## src/rtl/paddle_pkg.sv

```systemverilog
// Shared definitions for the paddle motion controller: mode encodings,
// bus field widths, move direction and the per-channel home position.
package paddle_pkg;

  localparam logic MODE_ROTARY = 1'b0;
  localparam logic MODE_BUTTON = 1'b1;

  localparam int unsigned SPEED_W  = 5;
  localparam int unsigned RADIUS_W = 6;

  typedef enum logic {
    DIR_LEFT  = 1'b0,
    DIR_RIGHT = 1'b1
  } dir_e;

  // Centre of the idx-th of n equal slices across the playfield width.
  function automatic int unsigned home_x(input int unsigned left, input int unsigned maxx,
                                         input int unsigned n, input int unsigned idx);
    return left + (maxx * (2 * idx + 1)) / (2 * n);
  endfunction

  // Channel rows stack upward from the bottom of the playfield.
  function automatic int unsigned home_y(input int unsigned top, input int unsigned maxy,
                                         input int unsigned pd_h, input int unsigned row_gap,
                                         input int unsigned idx);
    return top + maxy - pd_h - idx * row_gap;
  endfunction

endpackage

```

## src/rtl/paddle_channel.sv

```systemverilog
// One paddle channel: button hold timer, direction-streak acceleration,
// bounded moves, re-clamping on radius change and bound flags.
module paddle_channel
  import paddle_pkg::*;
#(
  parameter int unsigned COORD_W       = 10,
  parameter int unsigned LEFT          = 160,
  parameter int unsigned MAXX          = 320,
  parameter int unsigned ACCEL_WINDOW  = 2_500_000,
  parameter int unsigned ACCEL_MAX_LVL = 2,
  parameter int unsigned HOLD_PERIOD   = 1_250_000,
  parameter int unsigned HOME_X        = 320,
  parameter int unsigned HOME_Y        = 472
) (
  input  logic                clock,
  input  logic                reset_n,
  input  logic                enable,
  input  logic                recenter,
  input  logic                mode,
  input  logic                rotary_event,
  input  logic                rotary_right,
  input  logic                btn_left,
  input  logic                btn_right,
  input  logic [SPEED_W-1:0]  speed,
  input  logic [RADIUS_W-1:0] radius,
  output logic [COORD_W-1:0]  paddle_x,
  output logic [COORD_W-1:0]  paddle_y,
  output logic                at_left,
  output logic                at_right,
  output logic                move_pulse
);

  localparam int unsigned XW = COORD_W + 2;
  localparam int unsigned SW = SPEED_W + ACCEL_MAX_LVL;
  localparam int unsigned LW = (ACCEL_MAX_LVL > 0) ? $clog2(ACCEL_MAX_LVL + 1) : 1;
  localparam int unsigned GW = $clog2(ACCEL_WINDOW + 1);
  localparam int unsigned TW = $clog2(HOLD_PERIOD + 1);

  logic [LW-1:0] lvl_q;
  logic [GW-1:0] gap_q;
  logic [TW-1:0] tmr_q;
  logic          mode_q;
  dir_e          dir_q;

  logic          mode_change;
  logic [LW-1:0] lvl_base;
  logic [LW-1:0] lvl_idle;
  logic [LW-1:0] lvl_move;
  logic [TW-1:0] tmr_base;
  logic [TW-1:0] tmr_next;
  logic          req;
  dir_e          dir;
  logic          streak;
  logic [SW-1:0] step;
  logic [XW-1:0] xe;
  logic [XW-1:0] lo;
  logic [XW-1:0] hi;
  logic [XW-1:0] moved;
  logic [XW-1:0] clamped;
  logic [COORD_W-1:0] x_next;

  assign paddle_y = COORD_W'(HOME_Y);

  // Move request, acceleration level and next X for this cycle.
  always_comb begin
    // A mode switch behaves as if timer and level had already been cleared,
    // so the first cycle in the new mode follows that mode's rules.
    mode_change = (mode != mode_q);
    lvl_base    = mode_change ? '0 : lvl_q;
    tmr_base    = mode_change ? '0 : tmr_q;
    lvl_idle    = lvl_base;
    tmr_next    = '0;
    req         = 1'b0;
    dir         = DIR_LEFT;

    if (mode == MODE_ROTARY) begin
      req = rotary_event;
      dir = rotary_right ? DIR_RIGHT : DIR_LEFT;
    end else if (btn_left ^ btn_right) begin
      req      = (tmr_base == '0);
      dir      = btn_right ? DIR_RIGHT : DIR_LEFT;
      tmr_next = (tmr_base == TW'(HOLD_PERIOD - 1)) ? '0 : tmr_base + TW'(1);
    end else begin
      lvl_idle = '0;
    end

    // gap_q counts idle cycles after the last move, so the distance between
    // two move cycles is gap_q + 1.
    streak = (dir == dir_q) && (gap_q < GW'(ACCEL_WINDOW - 1));
    if (!streak)
      lvl_move = '0;
    else if (lvl_base >= LW'(ACCEL_MAX_LVL))
      lvl_move = LW'(ACCEL_MAX_LVL);
    else
      lvl_move = lvl_base + LW'(1);

    step = SW'(speed) << lvl_move;
    xe   = XW'(paddle_x);
    lo   = XW'(LEFT) + XW'(radius);
    hi   = XW'(LEFT + MAXX) - XW'(radius);

    if (dir == DIR_RIGHT)
      moved = (xe + XW'(step) + XW'(radius) < XW'(LEFT + MAXX)) ? xe + XW'(step) : hi;
    else
      moved = (xe > lo + XW'(step)) ? xe - XW'(step) : lo;

    clamped = xe;
    if (clamped < lo) clamped = lo;
    if (clamped > hi) clamped = hi;

    if (recenter)
      x_next = COORD_W'(HOME_X);
    else if (!enable)
      x_next = paddle_x;
    else if (req)
      x_next = COORD_W'(moved);
    else
      x_next = COORD_W'(clamped);
  end

  // Position, flags and acceleration/timer state.
  always_ff @(posedge clock or negedge reset_n) begin
    if (!reset_n) begin
      paddle_x   <= COORD_W'(HOME_X);
      at_left    <= 1'b0;
      at_right   <= 1'b0;
      move_pulse <= 1'b0;
      lvl_q      <= '0;
      gap_q      <= GW'(ACCEL_WINDOW);
      tmr_q      <= '0;
      mode_q     <= MODE_ROTARY;
      dir_q      <= DIR_LEFT;
    end else begin
      paddle_x <= x_next;
      at_left  <= (XW'(x_next) == lo);
      at_right <= (XW'(x_next) == hi);
      mode_q   <= mode;
      if (recenter || !enable) begin
        lvl_q      <= '0;
        gap_q      <= '0;
        tmr_q      <= '0;
        move_pulse <= 1'b0;
      end else begin
        tmr_q      <= tmr_next;
        move_pulse <= req && (moved != xe);
        if (req) begin
          lvl_q <= lvl_move;
          gap_q <= '0;
          dir_q <= dir;
        end else begin
          lvl_q <= lvl_idle;
          if (gap_q != GW'(ACCEL_WINDOW))
            gap_q <= gap_q + GW'(1);
        end
      end
    end
  end

endmodule

```

## src/rtl/paddle_motion.sv

```systemverilog
// Multi-channel paddle controller: one independent paddle_channel per player,
// with per-channel fields packed into shared buses (channel 0 in the LSBs).
module paddle_motion
  import paddle_pkg::*;
#(
  parameter int unsigned NUM_PADDLES   = 1,
  parameter int unsigned COORD_W       = 10,
  parameter int unsigned LEFT          = 160,
  parameter int unsigned MAXX          = 320,
  parameter int unsigned TOP           = 0,
  parameter int unsigned MAXY          = 480,
  parameter int unsigned PD_H          = 8,
  parameter int unsigned ROW_GAP       = 16,
  parameter int unsigned ACCEL_WINDOW  = 2_500_000,
  parameter int unsigned ACCEL_MAX_LVL = 2,
  parameter int unsigned HOLD_PERIOD   = 1_250_000
) (
  input  logic                            clock,
  input  logic                            reset_n,
  input  logic                            enable,
  input  logic                            recenter,
  input  logic                            mode,
  input  logic [NUM_PADDLES-1:0]          rotary_event,
  input  logic [NUM_PADDLES-1:0]          rotary_right,
  input  logic [NUM_PADDLES-1:0]          btn_left,
  input  logic [NUM_PADDLES-1:0]          btn_right,
  input  logic [SPEED_W-1:0]              speed,
  input  logic [RADIUS_W*NUM_PADDLES-1:0] radius,
  output logic [COORD_W*NUM_PADDLES-1:0]  paddle_x,
  output logic [COORD_W*NUM_PADDLES-1:0]  paddle_y,
  output logic [NUM_PADDLES-1:0]          at_left,
  output logic [NUM_PADDLES-1:0]          at_right,
  output logic [NUM_PADDLES-1:0]          move_pulse
);

  for (genvar i = 0; i < NUM_PADDLES; i++) begin : g_ch
    paddle_channel #(
      .COORD_W      (COORD_W),
      .LEFT         (LEFT),
      .MAXX         (MAXX),
      .ACCEL_WINDOW (ACCEL_WINDOW),
      .ACCEL_MAX_LVL(ACCEL_MAX_LVL),
      .HOLD_PERIOD  (HOLD_PERIOD),
      .HOME_X       (home_x(LEFT, MAXX, NUM_PADDLES, i)),
      .HOME_Y       (home_y(TOP, MAXY, PD_H, ROW_GAP, i))
    ) u_ch (
      .clock       (clock),
      .reset_n     (reset_n),
      .enable      (enable),
      .recenter    (recenter),
      .mode        (mode),
      .rotary_event(rotary_event[i]),
      .rotary_right(rotary_right[i]),
      .btn_left    (btn_left[i]),
      .btn_right   (btn_right[i]),
      .speed       (speed),
      .radius      (radius[RADIUS_W*i +: RADIUS_W]),
      .paddle_x    (paddle_x[COORD_W*i +: COORD_W]),
      .paddle_y    (paddle_y[COORD_W*i +: COORD_W]),
      .at_left     (at_left[i]),
      .at_right    (at_right[i]),
      .move_pulse  (move_pulse[i])
    );
  end

endmodule

```

## config.mk

```make
export PLATFORM = sky130hd
export DESIGN_NAME = paddle_motion
export DESIGN_NICKNAME = d
export VERILOG_FILES = /design/src/rtl/paddle_pkg.sv /design/src/rtl/paddle_channel.sv /design/src/rtl/paddle_motion.sv
export SDC_FILE = /design/constraint.sdc
export NUM_CORES = 1
export LEC_CHECK = 0
export ABC_CLOCK_PERIOD_IN_PS = 9800
export CORE_UTILIZATION = 39
export CTS_CLUSTER_SIZE = 25
export DETAILED_ROUTE_END_ITERATION = 10
export GPL_TIMING_DRIVEN = 1
export SLEW_MARGIN = 20
export SYNTH_ARGS = -nofsm -noshare
export SYNTH_HDL_FRONTEND = slang
export SYNTH_SLANG_ARGS = --single-unit
```

## constraint.sdc

```tcl
create_clock -name clock -period 9.8 [get_ports clock]
set_input_delay 1.96 -clock clock [delete_from_list [all_inputs] [get_ports clock]]
set_output_delay 1.96 -clock clock [all_outputs]
set_load 0.01 [all_outputs]
```

==> summary.md <==
| Metric | Value |
|---|---|
| Simple-Gate Fraction of Synth Area | `25.1%` |
| Most frequent cells in the layout | `83 x nor2_1, 63 x nand2_1, 56 x ha_1` |
| Core Region | `16,600 um2` |
| Worst Setup Start Kind | `primary input` |
| All-Layer GR Usage | `25.3%` |
| Hpwl dp | `16.1 mm` |
| Fin Setup TNS | `0 ns` |
| Setup Skew | `0.0145 ns` |
| Max Slew Vio Count | `0` |
| Ys async rst share | `100%` |
| PortBufs | `32` |
| GRT busiest layer | `met2` |
| Most frequent CP cell | `a21oi_1` |
| Fillers | `1,673` |
| Antenna Violating Nets Remaining | `0` |
| Area Growth Syn to Fin | `13.2%` |
| CTS tree | `built` |
| Syn Inst Count | `840` |
| Core Util, Final | `45.3%` |
| Commonest non-fill, non-tap cell in the layout | `nor2_1` |
| Clk_lat worst skew | `0.34 ns` |
| Cts bufs inserted | `9` |
| Post-Synth XOR/XNOR Area | `7.84%` |
| DRC Markers | `0` |
| Vias in the first global route | `6,254` |
| Final layout net count | `943` |
| Post-CTS Resized | `0` |
| Achievable frequency | `0.120 GHz` |
| Largest net degree at the start of global routing | `51` |
| Delay of the slowest critical-path stage | `0.70 ns` |
| Top-level I/O count | `43` |
| Avg Synthesized Cell Area | `7.92 um2` |
| Worst Setup End Kind | `flip-flop` |
| Final Instance Count excl. Fillers | `1,089` |
| Relative slew margins | `32.6%` |
| Initial Util | `40.0%` |
| DP Area | `7200 um2` |
| CP Max Fanout | `20` |
| GP Congestion | `1.00` |
| Final setup vio count | `0` |
| R2R setup slack | `2.78 ns` |
| # clock sinks | `60` |
| Synthesis-stage register bit count | `60` |
| Minimum clock period | `8.33 ns` |
| Routed wire per std cell | `20.1 um` |
| Tot Pwr | `1.31 mW` |
| Final hold slack | `0.554 ns` |
| Die Y | `133 um` |
| Maximum buffer depth of the clock tree | `2` |
| Yosys cell types | `85` |
| Worst endpoint required time | `10.02 ns` |
| Worst Path Arrival | `8.55 ns` |
| Final Cycle Share | `85.0%` |
| Die area | `17,600 um2` |
| RSZ-0062 raised after global routing | `false` |
| First-pass GRT wire length | `34.7 mm` |
| Synthesis Warnings | `0` |
| Postcts setup bufs | `0` |
| Pre-CTS setup slack | `1.32 ns` |
| Initial antenna violation count | `0` |
| Synth Area in Compound Gates | `23.5%` |
| Clock H-tree levels | `3` |
| Rows | `47` |
| Critical path class | `in -> reg` |
| EDFF count, synth | `0` |
| Slowest cell on the critical path | `clkdlybuf4s50_1` |
| Cell Area, Synth | `6650 um2` |
| Met1 usage | `34.8%` |
| DP Cell Count | `1,073` |
| Post-synthesis mux area share | `3.39%` |
| Gr ovfl total | `0` |
| DR iter-0 viols | `690` |
| Register area share after synthesis | `22.8%` |
| Final Hold Vio Count | `0` |
| Fraction of the mapped netlist area in adder cells | `11.4%` |
| Via/cell ratio | `6.11` |
| First-pass iteration count of the detailed router | `5` |
| PnR worst setup slack | `1.47 ns` |
| ANT cells | `0` |
| Clock Pin Slew Worst Setup and Hold Paths | `0.06 ns` |
| Design Area, Final | `7530 um2` |
| Peak supply drop | `0.000117 V` |
| M2 GR Usage | `39.7%` |
| Via count | `6,658` |
| Routed WL | `21.9 mm` |
| Status | `complete, no violations` |
| Worst-margin pin slew | `0.998 ns` |
| Hold buffers post-CTS | `0` |
| Max-cap violations | `0` |
| Clk root buf | `clkbuf_16` |
| Main combinational cell family by area after synthesis | `simple AND/OR/NAND/NOR gates` |
| Power per cell area | `175 nW/um2` |
| Grt met3 use | `4.06%` |
| Layout cell share with drive strength beyond 1 | `7.25%` |
| Worst hold path type | `reg -> reg` |
| Top FF cell, synth | `dfrtp_1` |
| Leakage | `3.14 nW` |
| Die Width | `133 um` |
## layout make-up
cell class / count / area (um2) / area share, %
clock buffers: 10 / 239 / 3.17
clock inverters: 6 / 86.3 / 1.15
inverters: 47 / 176 / 2.34
multi-input cells: 696 / 4790 / 63.6
flip-flops and latches: 60 / 1510 / 20.1
well taps: 220 / 275 / 3.66
repair buffers: 50 / 450 / 5.98
## critical path: cells and delay by family
family	cells	cell delay (ns)
and+or+nand+nor	7	1.54
buffers and inverters	4	1.24
AOI/OAI and AO/OA	8	2.03
muxes	1	0.25
xor gates and xnor gates	2	0.54
adders and majority gates	3	0.96
## synth_stat cells (all sizes together), types with 4 or more instances
cell type	number	share of area (%)
nor2	83	4.7
nand2	63	3.6
ha	56	11
dfrtp	50	19
a21oi	48	3.6
inv	47	2.7
o21ai	38	2.9
nand3	37	2.8
xor2	29	3.8
xnor2	28	3.7
nor3	26	2.0
clkbuf	25	1.4
buf	20	1.8
mux2i	18	2.7
a211oi	16	1.8
nand4	16	1.5
and3	14	1.4
nor2b	14	1.3
nand2b	13	1.2
o211ai	12	1.4
a21o	11	1.2
a31oi	11	1.0
dfstp	10	3.9
nor4	9	0.94
o21a	9	1.0
o22ai	9	0.85
or3	9	0.85
or4	7	0.85
and2	6	0.56
o311ai	6	1.1
o31ai	6	0.68
a2111oi	5	0.66
a211o	5	0.66
a32oi	4	0.53
a41oi	4	0.64
and4	4	0.53
mux2	4	0.68
o21bai	4	0.45
## sequential cells by signal (all words and copies together), names as in the netlist
signal,count
g_ch.u_ch.mode_q,1
g_ch.u_ch.move_pulse,1
g_ch.u_ch.at_right,1
g_ch.u_ch.gap_q,22
g_ch.u_ch.at_left,1
g_ch.u_ch.tmr_q,21
g_ch.u_ch.dir_q,1
g_ch.u_ch.lvl_q,2
g_ch.u_ch.paddle_x,10
## cells by family after synthesis
| logic type | count (synthesis) |
|---|---|
| xor+xnor | 58 |
| compound gates | 223 |
| simple gates | 324 |
| flops | 60 |
| buf+inv | 92 |
| other cells | 2 |
| mux | 22 |
| fa+ha+maj | 59 |
## power by group
part / leakage (nW) / internal (mW) / switching (mW) / total, mW
sequential: 0.791 / 0.256 / 0.0197 / 0.276
combinational: 2.19 / 0.268 / 0.413 / 0.681
clock: 0.159 / 0.230 / 0.128 / 0.358
## final timing paths
kind                                            start               endpoint  cells past startpoint
worst max register to register  g_ch[0].u_ch.gap_q[0]   g_ch[0].u_ch.at_left                     29
worst min-delay path            g_ch[0].u_ch.lvl_q[0]  g_ch[0].u_ch.lvl_q[0]                      2
worst min register to register  g_ch[0].u_ch.lvl_q[0]  g_ch[0].u_ch.lvl_q[0]                      2
min in group asynchronous                     reset_n  g_ch[0].u_ch.tmr_q[8]                      1
worst max-delay path                             mode   g_ch[0].u_ch.at_left                     25
max in group asynchronous                     reset_n  g_ch[0].u_ch.gap_q[1]                      2
## per-layer routing
layer | up-vias | share of wire (%)
li1 | 3126 | -
met1 | 3159 | 45
met2 | 315 | 44
met3 | 58 | 7.3
met4 | 0 | 3.3
met5 | - | 0
(Power assumes the default switching activity.)
